`src/rtl/dmem_arbiter.sv`:
```
// rtl/dmem_arbiter.sv - two-port DMEM arbiter with read-modify-write sub-word stores
//
// Purpose:
//   Shares one 32-bit, big-endian data memory between port 0 (CPU load/store)
//   and port 1 (DMA / debug loader). A single access is in flight at a time.
//   Byte and halfword stores are carried out as read-modify-write.
//
// Configuration:
//   DMEM_ARB_RR_EN  defined   -> round-robin on simultaneous requests
//                   undefined -> fixed priority, port 0 wins ties
//
// Ports:
//   Clk, Rst            clock, synchronous active-high reset
//   Req0/1              request, held with fields stable until Gnt
//   We0/1               1 = store, 0 = load
//   Size0/1             00 byte, 01 half, 1x word
//   Addr0/1             byte address, any alignment
//   WData0/1            right-justified store data
//   Gnt0/1              one-cycle pulse: request latched
//   Done0/1             one-cycle pulse: access complete
//   RData0/1            zero-extended load data, held until next Done
//   MemAddr/MemDataW    to DMEM Addr/DataW
//   MemRW               to DMEM MemRW (1 = write)
//   MemDataR            from DMEM DataR
//   Busy                high whenever the FSM is not idle

module dmem_arbiter #(
   parameter int ADDR_W = 32
) (
   input  logic              Clk,
   input  logic              Rst,
   input  logic              Req0,
   input  logic              Req1,
   input  logic              We0,
   input  logic              We1,
   input  logic [1:0]        Size0,
   input  logic [1:0]        Size1,
   input  logic [ADDR_W-1:0] Addr0,
   input  logic [ADDR_W-1:0] Addr1,
   input  logic [31:0]       WData0,
   input  logic [31:0]       WData1,
   output logic              Gnt0,
   output logic              Gnt1,
   output logic              Done0,
   output logic              Done1,
   output logic [31:0]       RData0,
   output logic [31:0]       RData1,
   output logic [ADDR_W-1:0] MemAddr,
   output logic [31:0]       MemDataW,
   output logic              MemRW,
   input  logic [31:0]       MemDataR,
   output logic              Busy
);

   typedef enum logic [2:0] {
      ST_IDLE,
      ST_RD,
      ST_WAIT,
      ST_WR,
      ST_DONE
   } state_t;

   state_t state_q, state_d;

   // Latched request. addr_q drives MemAddr and wdata_q drives MemDataW
   // directly; wdata_q is overwritten with the merged word before WR.
   logic              own_q;     // 0 = port 0 owns the access, 1 = port 1
   logic              we_q;
   logic [1:0]        size_q;
   logic [ADDR_W-1:0] addr_q;
   logic [31:0]       wdata_q;

   // Arbitration
   logic              any_req;
   logic              sel1;
   logic              sel_we;
   logic [1:0]        sel_size;
   logic [ADDR_W-1:0] sel_addr;
   logic [31:0]       sel_wdata;

   assign any_req = Req0 | Req1;

`ifdef DMEM_ARB_RR_EN
   // 1 = port 1 was granted last. Resets to 1 so port 0 takes the first tie.
   logic last_q;

   always_ff @(posedge Clk) begin
      if (Rst) begin
         last_q <= 1'b1;
      end else if (state_q == ST_IDLE && any_req) begin
         last_q <= sel1;
      end
   end

   assign sel1 = Req1 & (~Req0 | ~last_q);
`else
   assign sel1 = Req1 & ~Req0;
`endif

   assign sel_we    = sel1 ? We1    : We0;
   assign sel_size  = sel1 ? Size1  : Size0;
   assign sel_addr  = sel1 ? Addr1  : Addr0;
   assign sel_wdata = sel1 ? WData1 : WData0;

   // DMEM word is big-endian: the addressed byte sits in [31:24].
   logic [31:0] load_data;
   logic [31:0] merge_data;

   always_comb begin
      load_data  = MemDataR;
      merge_data = wdata_q;
      case (size_q)
         2'b00: begin
            load_data  = {24'h0, MemDataR[31:24]};
            merge_data = {wdata_q[7:0], MemDataR[23:0]};
         end
         2'b01: begin
            load_data  = {16'h0, MemDataR[31:16]};
            merge_data = {wdata_q[15:0], MemDataR[15:0]};
         end
         default: begin
            load_data  = MemDataR;
            merge_data = wdata_q;
         end
      endcase
   end

   // FSM state register
   always_ff @(posedge Clk) begin
      if (Rst) begin
         state_q <= ST_IDLE;
      end else begin
         state_q <= state_d;
      end
   end

   // FSM next state and state-decoded outputs
   always_comb begin
      state_d = state_q;
      MemRW   = 1'b0;
      Busy    = 1'b1;
      Done0   = 1'b0;
      Done1   = 1'b0;
      case (state_q)
         ST_IDLE: begin
            Busy = 1'b0;
            if (any_req) begin
               // Only full-word stores skip the read phase.
               state_d = (sel_we && sel_size[1]) ? ST_WR : ST_RD;
            end
         end
         ST_RD: begin
            state_d = ST_WAIT;
         end
         ST_WAIT: begin
            state_d = we_q ? ST_WR : ST_DONE;
         end
         ST_WR: begin
            MemRW   = 1'b1;
            state_d = ST_DONE;
         end
         ST_DONE: begin
            Done0   = ~own_q;
            Done1   = own_q;
            state_d = ST_IDLE;
         end
         default: begin
            state_d = ST_IDLE;
         end
      endcase
   end

   // Request latch, grant pulses, load capture and store merge
   always_ff @(posedge Clk) begin
      if (Rst) begin
         own_q    <= 1'b0;
         we_q     <= 1'b0;
         size_q   <= 2'b00;
         addr_q   <= '0;
         wdata_q  <= 32'h0;
         Gnt0     <= 1'b0;
         Gnt1     <= 1'b0;
         RData0   <= 32'h0;
         RData1   <= 32'h0;
      end else begin
         Gnt0 <= 1'b0;
         Gnt1 <= 1'b0;
         case (state_q)
            ST_IDLE: begin
               if (any_req) begin
                  own_q   <= sel1;
                  we_q    <= sel_we;
                  size_q  <= sel_size;
                  addr_q  <= sel_addr;
                  wdata_q <= sel_wdata;
                  Gnt0    <= ~sel1;
                  Gnt1    <= sel1;
               end
            end
            ST_WAIT: begin
               if (!we_q) begin
                  if (own_q) begin
                     RData1 <= load_data;
                  end else begin
                     RData0 <= load_data;
                  end
               end else begin
                  wdata_q <= merge_data;
               end
            end
            default: begin
            end
         endcase
      end
   end

   assign MemAddr  = addr_q;
   assign MemDataW = wdata_q;

endmodule
```
`config.mk`:
```
export PLATFORM = sky130hd
export DESIGN_NAME = dmem_arbiter
export DESIGN_NICKNAME = d
export VERILOG_FILES = /design/src/rtl/dmem_arbiter.sv
export SDC_FILE = /design/constraint.sdc
export NUM_CORES = 1
export LEC_CHECK = 0
export CAP_MARGIN = 20
export CORE_MARGIN = 4
export CORE_UTILIZATION = 41
export DETAILED_ROUTE_END_ITERATION = 8
export PLACE_DENSITY = 0.83
export SETUP_SLACK_MARGIN = 0.3
export SLEW_MARGIN = 10
export SYNTH_ARGS = -nofsm -noshare
export SYNTH_HDL_FRONTEND = slang
export SYNTH_SLANG_ARGS = --single-unit
```
`constraint.sdc`:
```
create_clock -name Clk -period 2.1 [get_ports Clk]
set_input_delay 0.315 -clock Clk [delete_from_list [all_inputs] [get_ports Clk]]
set_output_delay 0.315 -clock Clk [all_outputs]
set_load 0.02 [all_outputs]
```
==> results of run 1 <==
area by class of cell:
type                       count  area [um2]
fill                        1180        4620
timing repair buffer         327        3350
multi-input combinational    558        3050
sequential                   137        2750
clock buffer                  20         457
tap                          184         230
clock inverter                12         125
inverter                       2        7.51
where the power goes:
group          switching (mW)  total [mW]  leakage, nW  internal [mW]
clock network            1.16        2.95        0.270           1.80
registers               0.232        3.16         1.12           2.93
logic                    1.52        2.85         2.31           1.33
total                    2.91        8.96         3.70           6.05
per-layer routing:
metal / vias to the layer above / global-route usage
met5: - / 0
li1: 3236 / -
met4: 0 / 0.0947
met2: 380 / 0.449
met3: 45 / 0.0823
met1: 3152 / 0.319
registers in the layout, indices dropped and copies added (netlist names):
register  count
we_q          1
RData1       32
own_q         1
Gnt1          1
RData0       32
Gnt0          1
MemAddr      32
MemDataW     32
state_q       3
size_q        2
stage by stage:
step                      setup slack [ns]  hold WS (ns)  power [mW]  instances
after global placement             -0.0332         0.441        6.02       1208
after floorplan                      0.389         0.474        4.66        772
final                                0.301         0.114        8.96       1240
after global routing                 0.213         0.111        9.33       1240
after detailed placement           -0.0615         0.445        6.06       1208
after CTS                            0.187        0.0960        9.01       1240
cells in the final DEF (no fill, tap or decap), types with 10 or more instances in the layout:
master and instances:
a31oi_1 16, buf_12 11, a32o_1 16, nand3_1 48, clkdlybuf4s50_1 289, a21oi_1 48, nor2_1 71, o21ai_0 10
clkbuf_16 17, a311oi_1 35, mux2i_1 25, buf_4 14, nand2_1 224, dfxtp_1 133, a22o_1 16
worst min-delay path by stage:
| stage | from | endpoint | slack (ns) | cells after the start |
|---|---|---|---|---|
| 2_1_floorplan | Addr1[31] | MemAddr[31]$_SDFFE_PP0P_ | 0.47 | 2 |
| 3_3_place_gp | RData0[24]$_SDFFE_PP0P_ | RData0[24]$_SDFFE_PP0P_ | 0.44 | 2 |
| 3_5_place_dp | RData1[20]$_SDFFE_PP0P_ | RData1[20]$_SDFFE_PP0P_ | 0.45 | 2 |
| 4_1_cts | Rst | size_q[1]$_SDFFE_PP0P_ | 0.1 | 2 |
| 5_1_grt | Rst | size_q[1]$_SDFFE_PP0P_ | 0.11 | 2 |
| 6_report | Rst | size_q[1]$_SDFFE_PP0P_ | 0.11 | 2 |
cells by family (layout without fill, tap and decap cells):
| logic type | count (synthesis) | in the layout | synth area share |
|---|---|---|---|
| and+or+nand+nor | 362 | 362 | 0.245 |
| AOI/OAI and AO/OA | 171 | 171 | 0.206 |
| DFF | 137 | 137 | 0.447 |
| buffers and inverters | 77 | 361 | 0.0608 |
| muxes | 25 | 25 | 0.0408 |
==> impl_metrics.csv, run 1 <==
group,metric,value,unit
layout,final_util,0.683,
power_and_ir_drop,ir_drop,0.537,mV
layout,final_design_area_no_fill,9970,um2
logic_synthesis,ys_types,37,
floorplan,die_area,17000,um2
critical_path,cpLargestDelayFamily,"buffers and inverters",
clock_network,htree_levels,4,
power_and_ir_drop,power_density,899,nW/um2
run,max_cap_viol_count,0,
power_and_ir_drop,p_leak,3.70,nW
routing,highest_layer,"met4",
timing,finalHoldViolations,0,
timing,tns,0,ns
logic_synthesis,yosys-top-cells-count,"nand2_1 (224), dfxtp_1 (137), nor2_1 (72), a21oi_1 (49), nand3_1 (48)",
critical_path,cp.buffers_inverters,3,
clock_network,cts_root_buf,"clkbuf_16",
routing,routed_wl,23600,um
grt,grt_usage,0.266,
timing,worst_pin_slew,0.537,ns
logic_synthesis,syn_avg_cell_area,7.94,um2
critical_path,path_max_fanout,6,
logic_synthesis,ys_warn_count,0,
floorplan,initial_core_util,0.420,
clock_network,cts_made_buffers,17,
logic_synthesis,ys_seq_elements,137,
clock_network,cts_tree,"yes",
critical_path,crit_chain,"inv_1, nor3_2, buf_4, clkdlybuf4s15_2",
grt,grt_first_pass_wirelength,34500,um
critical_path,critPathLaunchType,"register",
critical_path,cp-endpoint,"MemRW",
logic_synthesis,ys.flop_type,"dfxtp_1",
floorplan,die_y,130,um
critical_path,startpoint,"state_q[0]$_SDFFE_PP0P_",
floorplan,std_cell_rows,44,
placement,hpwl,17400,um
critical_path,required,1.78,ns
placement,portBuffers,303,
routing,drtIter0Drc,631,
floorplan,ios,304,
routing,drc,0,
critical_path,cp_slowest_cell,"dfxtp_2",
placement,gp_congestion,0.894,
critical_path,r2r_end,"MemDataW[6]$_SDFFE_PP0P_",
timing,rsz0062_at_grt,"yes",
timing,skew,0.00628,ns
layout,n_antenna_cell,0,
critical_path,r2r_cells,6,
routing,wire_per_inst,19.1,um
logic_synthesis,ys_top_cells_by_area,"dfxtp_1 (45%), nand2_1 (14%), a311oi_1 (5.0%)",
routing,wl_met3,2720,um
timing,setup_viol,0,
timing,slew_headroom,0.642,
logic_synthesis,synth.yosys.seq_area_share,0.447,
min_path,hold_path_class,"input port to register",
logic_synthesis,synth_top_cell_area_share,0.447,
clock_network,cts_resized,22,
clock_network,cts_setup_buffers,0,
layout,drive_gt1_frac,0.0795,
clock_network,holdBufCountCts,0,
timing,drv_slew,0,
clock_network,clk_path_buf_depth,2,
logic_synthesis,synth_fp_nets,942,
status,status,"complete, no violations",
critical_path,reg2reg_from,"state_q[1]$_SDFFE_PP0P_",
routing,ant_nets,0,
critical_path,r2r_setup_slack,0.37,ns
timing,period_needed,1.80,ns
logic_synthesis,yosys.area.top_type,"dfxtp_1",
routing,wl_met1,8850,um
routing,drtPass1Iterations,6,
routing,route.met2.wl,11400,um
floorplan,fp.coreArea,14600,um2
critical_path,end_kind,"output pin",
routing,via_count,6813,
critical_path,crit_type,"register to output pin",
logic_synthesis,syn_inst,772,
routing,via_per_inst,5.49,
layout,nNetsFinal,1213,
floorplan,die_w,130,um
layout,area_delta_synth_final,62.6,%
logic_synthesis,synth_edf_count,0,
placement,place_area,9370,um2
clock_network,cts.clk_slew.worst_paths,0.06,ns
critical_path,arrival,1.48,ns
clock_network,clock_insertion_delay_worst_skew,0.42,ns
grt,overflow,0,
grt,grt_start_max_net_pins,105,
grt,grt_pass1_vias,6212,
logic_synthesis,async_reset_ff_frac,0,
logic_synthesis,synth.most_common_cell,"nand2_1",
timing,fmax,556,MHz
timing,fin_crit_sh,0.857,
critical_path,max_stage_delay,0.38,ns
critical_path,worst-path-stages,4,
grt,antenna_found_initial,0,
clock_network,cts_sinks,137,
logic_synthesis,syn_area,6130,um2
No activity file was read; power rests on OpenSTA's default activity.
==> inputs of run 2 (changes only) <==
Settings changed: CTS_CLUSTER_DIAMETER from default to 120.
==> results of run 2 <==
The final DEF is identical to that of run 1; final timing and power are the same.
